--- src/rtl/uart_pkg.sv ---
// uart_pkg: shared types and helpers for the configurable UART transmitter.
package uart_pkg;

   typedef enum logic [1:0] {
      PAR_NONE = 2'd0,
      PAR_EVEN = 2'd1,
      PAR_ODD  = 2'd2,
      PAR_RSVD = 2'd3
   } parity_e;

   typedef enum logic [2:0] {
      IDLE,
      START,
      DATA,
      PARITY,
      STOP
   } tx_state_e;

   // Fallback divisor, clamped into the 16-bit timer range.
   function automatic logic [15:0] def_div(
      input int unsigned clk_freq,
      input int unsigned baud_rate
   );
      int unsigned d;
      d = (baud_rate == 0) ? 1 : clk_freq / baud_rate;
      if (d < 1) d = 1;
      if (d > 65535) d = 65535;
      return 16'(d);
   endfunction

endpackage

--- src/rtl/uart_tx_fifo.sv ---
// uart_tx_fifo: transmit word queue, count-based full/empty,
// pointers wrap modulo DEPTH (power of two).
module uart_tx_fifo #(
   parameter int WIDTH = 8,
   parameter int DEPTH = 4
)(
   input  logic                     clk,
   input  logic                     reset,
   input  logic                     push,
   input  logic                     pop,
   input  logic [WIDTH-1:0]         wdata,
   output logic [WIDTH-1:0]         rdata,
   output logic                     full,
   output logic                     empty,
   output logic [$clog2(DEPTH):0]   count
);

   localparam int AW = $clog2(DEPTH);

   logic [WIDTH-1:0] mem [DEPTH];
   logic [AW-1:0]    wr_q;
   logic [AW-1:0]    rd_q;
   logic             do_push;
   logic             do_pop;

   assign full    = (count == (AW+1)'(DEPTH));
   assign empty   = (count == '0);
   assign do_push = push && !full;
   assign do_pop  = pop && !empty;
   assign rdata   = mem[rd_q];

   always_ff @(posedge clk) begin
      if (do_push) mem[wr_q] <= wdata;
   end

   always_ff @(posedge clk or posedge reset) begin
      if (reset) begin
         wr_q  <= '0;
         rd_q  <= '0;
         count <= '0;
      end else begin
         if (do_push) wr_q <= wr_q + AW'(1);
         if (do_pop)  rd_q <= rd_q + AW'(1);
         unique case ({do_push, do_pop})
            2'b10:   count <= count + (AW+1)'(1);
            2'b01:   count <= count - (AW+1)'(1);
            default: count <= count;
         endcase
      end
   end

endmodule

--- src/rtl/uart_tx_cfg.sv ---
// uart_tx_cfg: FIFO-fed UART transmitter with per-frame
// divisor, parity and stop-bit configuration.
module uart_tx_cfg
   import uart_pkg::*;
#(
   parameter int DATA_WIDTH = 8,
   parameter int FIFO_DEPTH = 4,
   parameter int CLK_FREQ   = 50_000_000,
   parameter int BAUD_RATE  = 115_200
)(
   input  logic                          clk,
   input  logic                          reset,
   input  logic                          ena,
   input  logic [DATA_WIDTH-1:0]         tx_data,
   input  logic                          tx_valid,
   output logic                          tx_ready,
   input  logic [15:0]                   baud_div,
   input  logic [1:0]                    parity_mode,
   input  logic                          two_stop,
   output logic                          txd,
   output logic                          busy,
   output logic [$clog2(FIFO_DEPTH):0]   fifo_count
);

   localparam logic [15:0] DEF_DIV  = def_div(CLK_FREQ, BAUD_RATE);
   localparam logic [3:0]  BIT_LAST = 4'(DATA_WIDTH-1);

   logic                  fifo_full;
   logic                  fifo_empty;
   logic [DATA_WIDTH-1:0] fifo_rdata;
   logic                  push;
   logic                  pop;

   tx_state_e             state_q, state_d;
   logic [15:0]           timer_q, timer_d;
   logic [3:0]            bit_q, bit_d;
   logic [DATA_WIDTH-1:0] shreg_q, shreg_d;
   logic [15:0]           div_q, div_d;
   parity_e               par_q, par_d;
   logic                  par_bit_q, par_bit_d;
   logic                  two_q, two_d;
   logic                  stop2_q, stop2_d;

   logic                  tick;
   logic                  par_en;
   logic                  start_frame;
   logic [15:0]           cfg_div;
   parity_e               cfg_par;

   assign push       = tx_valid && !fifo_full;
   assign tx_ready   = !fifo_full;
   assign busy       = (state_q != IDLE) || !fifo_empty;
   assign cfg_div    = (baud_div < 16'd2) ? DEF_DIV : baud_div;
   assign cfg_par    = parity_e'(parity_mode);
   assign par_en     = (par_q == PAR_EVEN) || (par_q == PAR_ODD);
   assign tick       = ena && (timer_q == div_q - 16'd1);

   uart_tx_fifo #(
      .WIDTH (DATA_WIDTH),
      .DEPTH (FIFO_DEPTH)
   ) u_fifo (
      .clk   (clk),
      .reset (reset),
      .push  (push),
      .pop   (pop),
      .wdata (tx_data),
      .rdata (fifo_rdata),
      .full  (fifo_full),
      .empty (fifo_empty),
      .count (fifo_count)
   );

   always_ff @(posedge clk or posedge reset) begin
      if (reset) begin
         state_q   <= IDLE;
         timer_q   <= '0;
         bit_q     <= '0;
         shreg_q   <= '0;
         div_q     <= '0;
         par_q     <= PAR_NONE;
         par_bit_q <= 1'b0;
         two_q     <= 1'b0;
         stop2_q   <= 1'b0;
      end else begin
         state_q   <= state_d;
         timer_q   <= timer_d;
         bit_q     <= bit_d;
         shreg_q   <= shreg_d;
         div_q     <= div_d;
         par_q     <= par_d;
         par_bit_q <= par_bit_d;
         two_q     <= two_d;
         stop2_q   <= stop2_d;
      end
   end

   always_comb begin
      state_d     = state_q;
      timer_d     = timer_q;
      bit_d       = bit_q;
      shreg_d     = shreg_q;
      div_d       = div_q;
      par_d       = par_q;
      par_bit_d   = par_bit_q;
      two_d       = two_q;
      stop2_d     = stop2_q;
      pop         = 1'b0;
      start_frame = 1'b0;

      if (state_q != IDLE && ena) begin
         timer_d = tick ? 16'd0 : timer_q + 16'd1;
      end

      unique case (state_q)
         IDLE: begin
            if (ena && !fifo_empty) start_frame = 1'b1;
         end
         START: begin
            if (tick) begin
               state_d = DATA;
               bit_d   = '0;
            end
         end
         DATA: begin
            if (tick) begin
               shreg_d = shreg_q >> 1;
               bit_d   = bit_q + 4'd1;
               if (bit_q == BIT_LAST) begin
                  state_d = par_en ? PARITY : STOP;
                  stop2_d = 1'b0;
               end
            end
         end
         PARITY: begin
            if (tick) state_d = STOP;
         end
         STOP: begin
            // tick implies ena, so a queued word chains straight in.
            if (tick) begin
               if (two_q && !stop2_q) stop2_d = 1'b1;
               else if (!fifo_empty)  start_frame = 1'b1;
               else                   state_d = IDLE;
            end
         end
         default: state_d = IDLE;
      endcase

      if (start_frame) begin
         pop       = 1'b1;
         state_d   = START;
         timer_d   = '0;
         bit_d     = '0;
         shreg_d   = fifo_rdata;
         div_d     = cfg_div;
         par_d     = cfg_par;
         par_bit_d = (^fifo_rdata) ^ (cfg_par == PAR_ODD);
         two_d     = two_stop;
         stop2_d   = 1'b0;
      end
   end

   always_comb begin
      txd = 1'b1;
      unique case (state_q)
         START:   txd = 1'b0;
         DATA:    txd = shreg_q[0];
         PARITY:  txd = par_bit_q;
         default: txd = 1'b1;
      endcase
   end

endmodule

--- config.mk ---
export PLATFORM = sky130hd
export DESIGN_NAME = uart_tx_cfg
export DESIGN_NICKNAME = d
export VERILOG_FILES = /design/src/rtl/uart_pkg.sv /design/src/rtl/uart_tx_fifo.sv /design/src/rtl/uart_tx_cfg.sv
export SDC_FILE = /design/constraint.sdc
export NUM_CORES = 1
export LEC_CHECK = 0
export ABC_AREA = 1
export BUFFER_PORTS_ARGS = -buffer_cell sky130_fd_sc_hd__buf_2
export CAP_MARGIN = 20
export CORE_UTILIZATION = 55
export DETAILED_ROUTE_END_ITERATION = 10
export PLACE_DENSITY = 0.85
export SLEW_MARGIN = 20
export SYNTH_ARGS = -nofsm -noshare
export SYNTH_HDL_FRONTEND = slang
export SYNTH_SLANG_ARGS = --single-unit
export TNS_END_PERCENT = 10
--- constraint.sdc ---
create_clock -name clk -period 2.9 [get_ports clk]
set_clock_uncertainty 0.15 [all_clocks]
set_input_delay 0.145 -clock clk [delete_from_list [all_inputs] [get_ports clk]]
set_output_delay 0.145 -clock clk [all_outputs]
set_load 0.01 [all_outputs]
# Word-level counts from Yosys, hierarchy flattened
# Memory sizes are Yosys's and may differ from the RTL's.
# Cells that the tools add are included.
[totals]
mem_bits_rw = 32
word_cells = 106
n_memories = 1
regBits = 59
inputBits = 31
output_inout_bits = 6
[op_classes]
eq_ne = 21
mux = 37
n_addsub = 7
order_cmp = 1
n_reduce_logical = 26
n_bitwise = 1
[mem_list]
columns = ["name", "words", "width", "rd", "rd_ports_with_merged_regs", "write_ports", "line_no", "source"]
rows = [
  ["u_fifo.mem", 4, 8, 1, 0, 1, "uart_tx_fifo.sv:20", "logic [WIDTH-1:0] mem [DEPTH];"],
]
[op_table]
columns = ["operator", "n"]
rows = [
  ["2-to-1 mux 16 bit", 4],
  ["2-to-1 mux 3 bit", 9],
  ["2-to-1 mux 8 bit", 3],
  ["inequality test 3 bit, second input constant", 8],
  ["adder 16 x 1 -> 16 bit, second input constant", 1],
  ["== test 16 bit", 1],
  ["less-than comparator 16 x 2 -> 1 bit, second input constant", 1],
  ["subtractor 16 x 1 -> 16 bit, second input constant", 1],
  ["one-hot mux 3 bit (5 select lines)", 1],
  ["2-to-1 mux 1 bit", 12],
  ["2-to-1 mux 4 bit", 3],
  ["nonzero test 3 bit", 3],
  ["one-hot mux 4 bit (2 select lines)", 1],
  ["AND reduction 8 bit", 1],
  ["nonzero test 2 bit", 4],
  ["parity 8 bit", 1],
  ["logical AND 1 bit", 7],
  ["== test 2 bit, second input constant", 3],
  ["== test 3 x 2 -> 1 bit, second input constant", 2],
  ["== test 3 bit, second input constant", 2],
  ["zero test 3 bit", 2],
  ["one-hot mux 3 bit (2 select lines)", 1],
  ["AND reduction 5 bit", 1],
  ["adder 2 x 1 -> 2 bit, second input constant", 2],
  ["other kinds (14)", 19],
]

# Depth between registers and ports, before layout
[depth]
ltp_word = 9
depth_mapped = 21

# Hierarchy
# Synthesis repeated with hierarchy kept, for this count alone.
[unflattened]
hier_cells = 619
area_unflattened_um2 = 5092.4
[modules_own_cells]
columns = ["module", "instances", "area_each_um2", "cells_each"]
rows = [
  ["uart_tx_cfg", 1, 3337.0, 464],
  ["uart_tx_fifo", 1, 1755.4, 155],
]

# Worst setup path after synthesis
# Ideal clock, no wire load.
[synth_timing]
kind = "flip-flop to flip-flop"
start = "reg div_q[0]"
end = "reg u_fifo.count[2]"
stages_incl_launch_ff = 20
period_less_slack_ns = 2.976
n_path_buf = 1
path_slack_ns = -0.076
arrival_time_ns = 2.699
cell_sequence = "dfrtp_1 > inv_2 > ha_1 > nand2_1 > nor2_1 > nand2_1 > inv_2 > nand2_1 > nand3b_1 > nand3_1 > nor2_4 > nand4_4 > nand2_4 > buf_2 > ha_1 > inv_1 > fa_1 > a21oi_1 > o21ai_0 > xnor2_1"
[synth_between]
elab_chain_len = 9
word_cells_on_any_way = 11
classes_between = "add/sub (1); eq/ne (3); mux (4); reduce/logical (3)"
[synth_rtl]
columns = ["element", "line_no", "source"]
rows = [
  ["start: declaration", "uart_tx_cfg.sv:38", "logic [15:0] div_q, div_d;"],
  ["start signal: assignment", "uart_tx_cfg.sv:89", "div_q <= div_d;"],
  ["subtractor 16 x 1 -> 16 bit *", "uart_tx_cfg.sv:56", "assign tick = ena && (timer_q == div_q - 16'd1);"],
  ["== test 16 bit *", "uart_tx_cfg.sv:56", ""],
  ["logical AND 1 bit *", "uart_tx_cfg.sv:56", ""],
  ["2-to-1 mux 1 bit *", "uart_tx_cfg.sv:139", "if (tick) begin"],
  ["one-hot mux 1 bit (2 select lines) *", "uart_tx_cfg.sv:114", "unique case (state_q)"],
  ["2-to-1 mux 1 bit *", "uart_tx_cfg.sv:148", "if (start_frame) begin"],
  ["logical AND 1 bit *", "uart_tx_fifo.sv:29", "assign do_pop = pop && !empty;"],
  ["named net u_fifo.do_pop", "uart_tx_fifo.sv:24", "logic do_pop;"],
  ["== test 2 x 1 -> 1 bit or == test 2 bit (tied branches)", "uart_tx_fifo.sv:44", "unique case ({do_push, do_pop})"],
  ["one-hot mux 3 bit (2 select lines) or nonzero test 2 bit (tied branches)", "n/a", ""],
  ["end signal: assignment", "uart_tx_fifo.sv:45", "2'b10: count <= count + (AW+1)'(1);"],
  ["end signal: assignment", "uart_tx_fifo.sv:46", "2'b01: count <= count - (AW+1)'(1);"],
  ["end signal: assignment", "uart_tx_fifo.sv:47", "default: count <= count;"],
  ["end: declaration", "uart_tx_fifo.sv:15", "output logic [$clog2(DEPTH):0] count"],
]
# Mark *: on every way through the listed nets, which the timed path passes. The rest lies on a longest branch.
# A chain may end at the register's enable or synchronous reset.

# Final worst setup path
[layout_timing]
start = "reg div_q[2]"
end = "reg u_fifo.count[2]"
[layout_between]
elab_chain_len = 9
word_cells_on_any_way = 11
classes_between = "add/sub (1); eq/ne (3); mux (4); reduce/logical (3)"
[layout_rtl]
columns = ["element", "line_no"]
rows = [
  ["subtractor 16 x 1 -> 16 bit *", "uart_tx_cfg.sv:56"],
  ["== test 16 bit *", "uart_tx_cfg.sv:56"],
  ["logical AND 1 bit *", "uart_tx_cfg.sv:56"],
  ["2-to-1 mux 1 bit *", "uart_tx_cfg.sv:139"],
  ["one-hot mux 1 bit (2 select lines) *", "uart_tx_cfg.sv:114"],
  ["2-to-1 mux 1 bit *", "uart_tx_cfg.sv:148"],
  ["logical AND 1 bit *", "uart_tx_fifo.sv:29"],
  ["== test 2 x 1 -> 1 bit or == test 2 bit (tied branches)", "uart_tx_fifo.sv:44"],
  ["one-hot mux 3 bit (2 select lines) or nonzero test 2 bit (tied branches)", "n/a"],
]
# Every way passes the cells marked *; elsewhere a longest branch is shown, timed or not.

==> flow_summary_export.csv <==
group,metric,value,unit
place,io_buffers,36,
hold_path,hold_path.class,"in -> reg",
timing,worstMarginPinSlew,0.808,ns
grt,grt_max_degree,60,
final_layout,area_growth,16.9,%
synthesis,async_flop_share,64.8,%
final_layout,layout_common_cells,"137 x nand2_1, 69 x nor2_1, 59 x dfrtp_1",
timing,period_needed,2.94,ns
synthesis,synth_edf_count,32,
routing,finalWirelength,11.0,mm
pwr,power_density,966,mW/mm^2
routing,antenna_left,0,
die,fp.dieArea,0.00936,sq mm
clock_tree,clk_pin_slew,0.11,ns
timing,fmax,340,MHz
timing,setup_ws,-0.0395,ns
synthesis,synthFlopType,"dfrtp_1",
timing,report.final.slew_viol_count,0,
setup_path,worstSetupPathType,"reg -> reg",
place,preCtsSetupSlack,0.00625,ns
synthesis,syn_area_per_cell,8.53,sq um
synthesis,ys_seq_elements,91,
die,pin_count,37,
routing,wl_per_cell,14.4,um
timing,setup_viol,1,
pwr,ir_drop,0.000741,V
die,die_y,96.7,um
hold_path,hold_depth,4,
timing,rsz0062_at_grt,"true",
pwr,leakage,2.59,nW
synthesis,yosysWarningCount,0,
clock_tree,cts_buffer_depth,2,
setup_path,cp_max_fo,5,
setup_path,required,3.05,ns
setup_path,crit_arrival,3.09,ns
grt,antenna_found_initial,0,
synthesis,synth_area,0.00494,sq mm
clock_tree,numCtsBuffers,9,
setup_path,rr_worst_depth,17,
grt,grt_usage,24.8,%
synthesis,syn_nets,619,
routing,vias,4139,
routing,dr.pass1.iters,5,
final_layout,layout-drive-gt1-share,16.5,%
final_layout,n_fill_cell,630,
final_layout,final_util,66.2,%
setup_path,startpoint_type,"flip-flop",
place,gp_congestion,0.930,
outcome,violations,"negative setup slack",
outcome,status,"finished, violations left",
die,core,0.00872,sq mm
final_layout,n_antenna_cell,0,
final_layout,nets,691,
flow_run,maxCapViolations,0,
place,dp_hpwl,7.47,mm
clock_tree,htree_num_levels,3,
die,rows,34,
timing,final.period_utilization,101,%
clock_tree,cts-root-buf,"clkbuf_8",
die,floorplan.initialDensity,56.6,%
routing,drc,0,
final_layout,final_common_cell,"nand2_1",
timing,hold_violations,0,
die,fp.dieW,96.7,um
setup_path,endpoint_kind,"flip-flop",
synthesis,ys_types,43,
synthesis,synth_cells,579,
grt,grt_pass1_wl,18.5,mm
synthesis,ys_seq_area_share,49.4,%
clock_tree,clock_latency,0.38,ns
grt,grt_overflow,0,
routing,drtIter0Drc,214,
routing,viasPerCell,5.42,
clock_tree,cts_tree,"built",
timing,slew_headroom,45.9,%
grt,grt_pass1_vias,4176,
clock_tree,clock_sinks,91,
-- worst paths after layout --
| kind | to | slack [ns] | start |
|---|---|---|---|
| max in group asynchronous | timer_q[9] | 1.73 | reset |
| setup / recovery | u_fifo.count[2] | -0.04 | div_q[2] |
| setup reg to reg | u_fifo.count[2] | -0.04 | div_q[2] |
| hold reg to reg | par_q[0] | 0.35 | par_q[0] |
| min in group asynchronous | div_q[2] | 0.34 | reset |
| hold / removal | timer_q[1] | 0.08 | ena |
-- per-layer routing --
metal	global-route usage, %	vias up	routed length (um)
li1	-	2031	-
met1	29.3	1959	4550
met2	43.3	117	5610
met3	5.35	32	518
met4	11.1	0	335
met5	0	-	0
-- flip-flops by register name, summed over array words and instances, names as in the netlist --
name / flops
u_fifo.rd_q: 2
state_q: 3
two_q: 1
u_fifo.wr_q: 2
par_q: 2
timer_q: 16
u_fifo.mem: 32
par_bit_q: 1
u_fifo.count: 3
stop2_q: 1
shreg_q: 8
bit_q: 4
div_q: 16
-- cell type report --
class                           count  area, sq um  share of cell area (%)
Sequential cell                    91         2440                    42.2
Multi-Input combinational cell    408         2210                    38.2
Timing Repair Buffer               70          518                    8.97
Inverter                           71          274                    4.75
Tap cell                          108          135                    2.34
Clock buffer                        9          124                    2.15
Clock inverter                      7         76.3                    1.32
-- where the power goes --
group | leakage (nW) | internal [mW] | switching, mW
sequential | 1.04 | 1.74 | 0.372
clock | 0.103 | 0.344 | 0.530
combinational | 1.45 | 0.965 | 1.63
-- synth_stat cells, types with 2 or more instances --
| cell | instances | share of area (%) |
|---|---|---|
| nand2_1 | 139 | 11 |
| nor2_1 | 69 | 5.2 |
| dfrtp_1 | 59 | 30 |
| inv_1 | 59 | 4.5 |
| o21ai_0 | 46 | 4.7 |
| edfxtp_1 | 32 | 19 |
| nand3_1 | 25 | 2.5 |
| xor2_1 | 20 | 3.5 |
| a21oi_1 | 9 | 0.91 |
| inv_2 | 9 | 0.68 |
| xnor2_1 | 9 | 1.6 |
| ha_1 | 8 | 2.0 |
| nand2_2 | 8 | 1.0 |
| o22ai_1 | 8 | 1.0 |
| nor3_1 | 7 | 0.71 |
| o21ai_2 | 7 | 1.2 |
| a31oi_1 | 6 | 0.76 |
| nand4_1 | 6 | 0.76 |
| nor2_2 | 6 | 0.76 |
| o21ai_1 | 6 | 0.61 |
| buf_2 | 5 | 0.51 |
| nand3b_1 | 5 | 0.76 |
| nor4_1 | 5 | 0.63 |
| nor2_4 | 3 | 0.68 |
| buf_4 | 2 | 0.30 |
| clkinv_1 | 2 | 0.15 |
| nor3b_1 | 2 | 0.30 |
| or2_1 | 2 | 0.25 |
-- cell families (layout without fill, tap and decap cells) --
family                     Yosys count  after routing  share of synthesized area [%]
adders and majority gates            9              9                           2.43
buffers and inverters               80            157                           6.89
xor gates and xnor gates            30             30                           5.60
and+or+nand+nor                    283            283                           25.7
DFF                                 91             91                           49.4
AOI/OAI and AO/OA                   86             86                           10.0
-- critical path, stage by stage, from the launching register on --
cell and delay, ns:
dfrtp_1 0.45, nor2_1 0.19, nand2_2 0.15, nor2_4 0.19, nand2_1 0.07, nand2_1 0.07
nand2_1 0.06, nor2_1 0.11, nand2_1 0.10, nor2_4 0.16, nand4_4 0.11, nand2_4 0.12
ha_4 0.15, inv_4 0.04, fa_2 0.36, a21oi_2 0.11, o21ai_1 0.08, xnor2_1 0.18
-- per-stage QoR --
stage | hold slack (ns) | setup TNS, ns | cells | instance area, sq um | total power, mW
final | 0.0796 | -0.0395 | 764 | 5770 | 5.58
after global routing | 0.132 | -0.575 | 764 | 5770 | 6.03
after CTS | 0.0655 | 0 | 763 | 5720 | 5.49
after detailed placement | 0.209 | 0 | 716 | 5210 | 4.55
after global placement | 0.206 | 0 | 716 | 5210 | 4.41
after floorplan | 0.0939 | 0 | 579 | 4940 | 3.99
-- what timing repair did --
| action | in CTS | in global routing |
|---|---|---|
| endpoints found under the setup margin | 1 | 11 |
| pin swaps | 3 | 9 |
| hold buffers | 28 | 0 |
| cloned | 0 | 0 |
| buffers inserted | 3 | 1 |
| resized for setup | 2 | 11 |
| hold endpoints to repair | 110 | 0 |
Power figures use the tool's default switching activity.
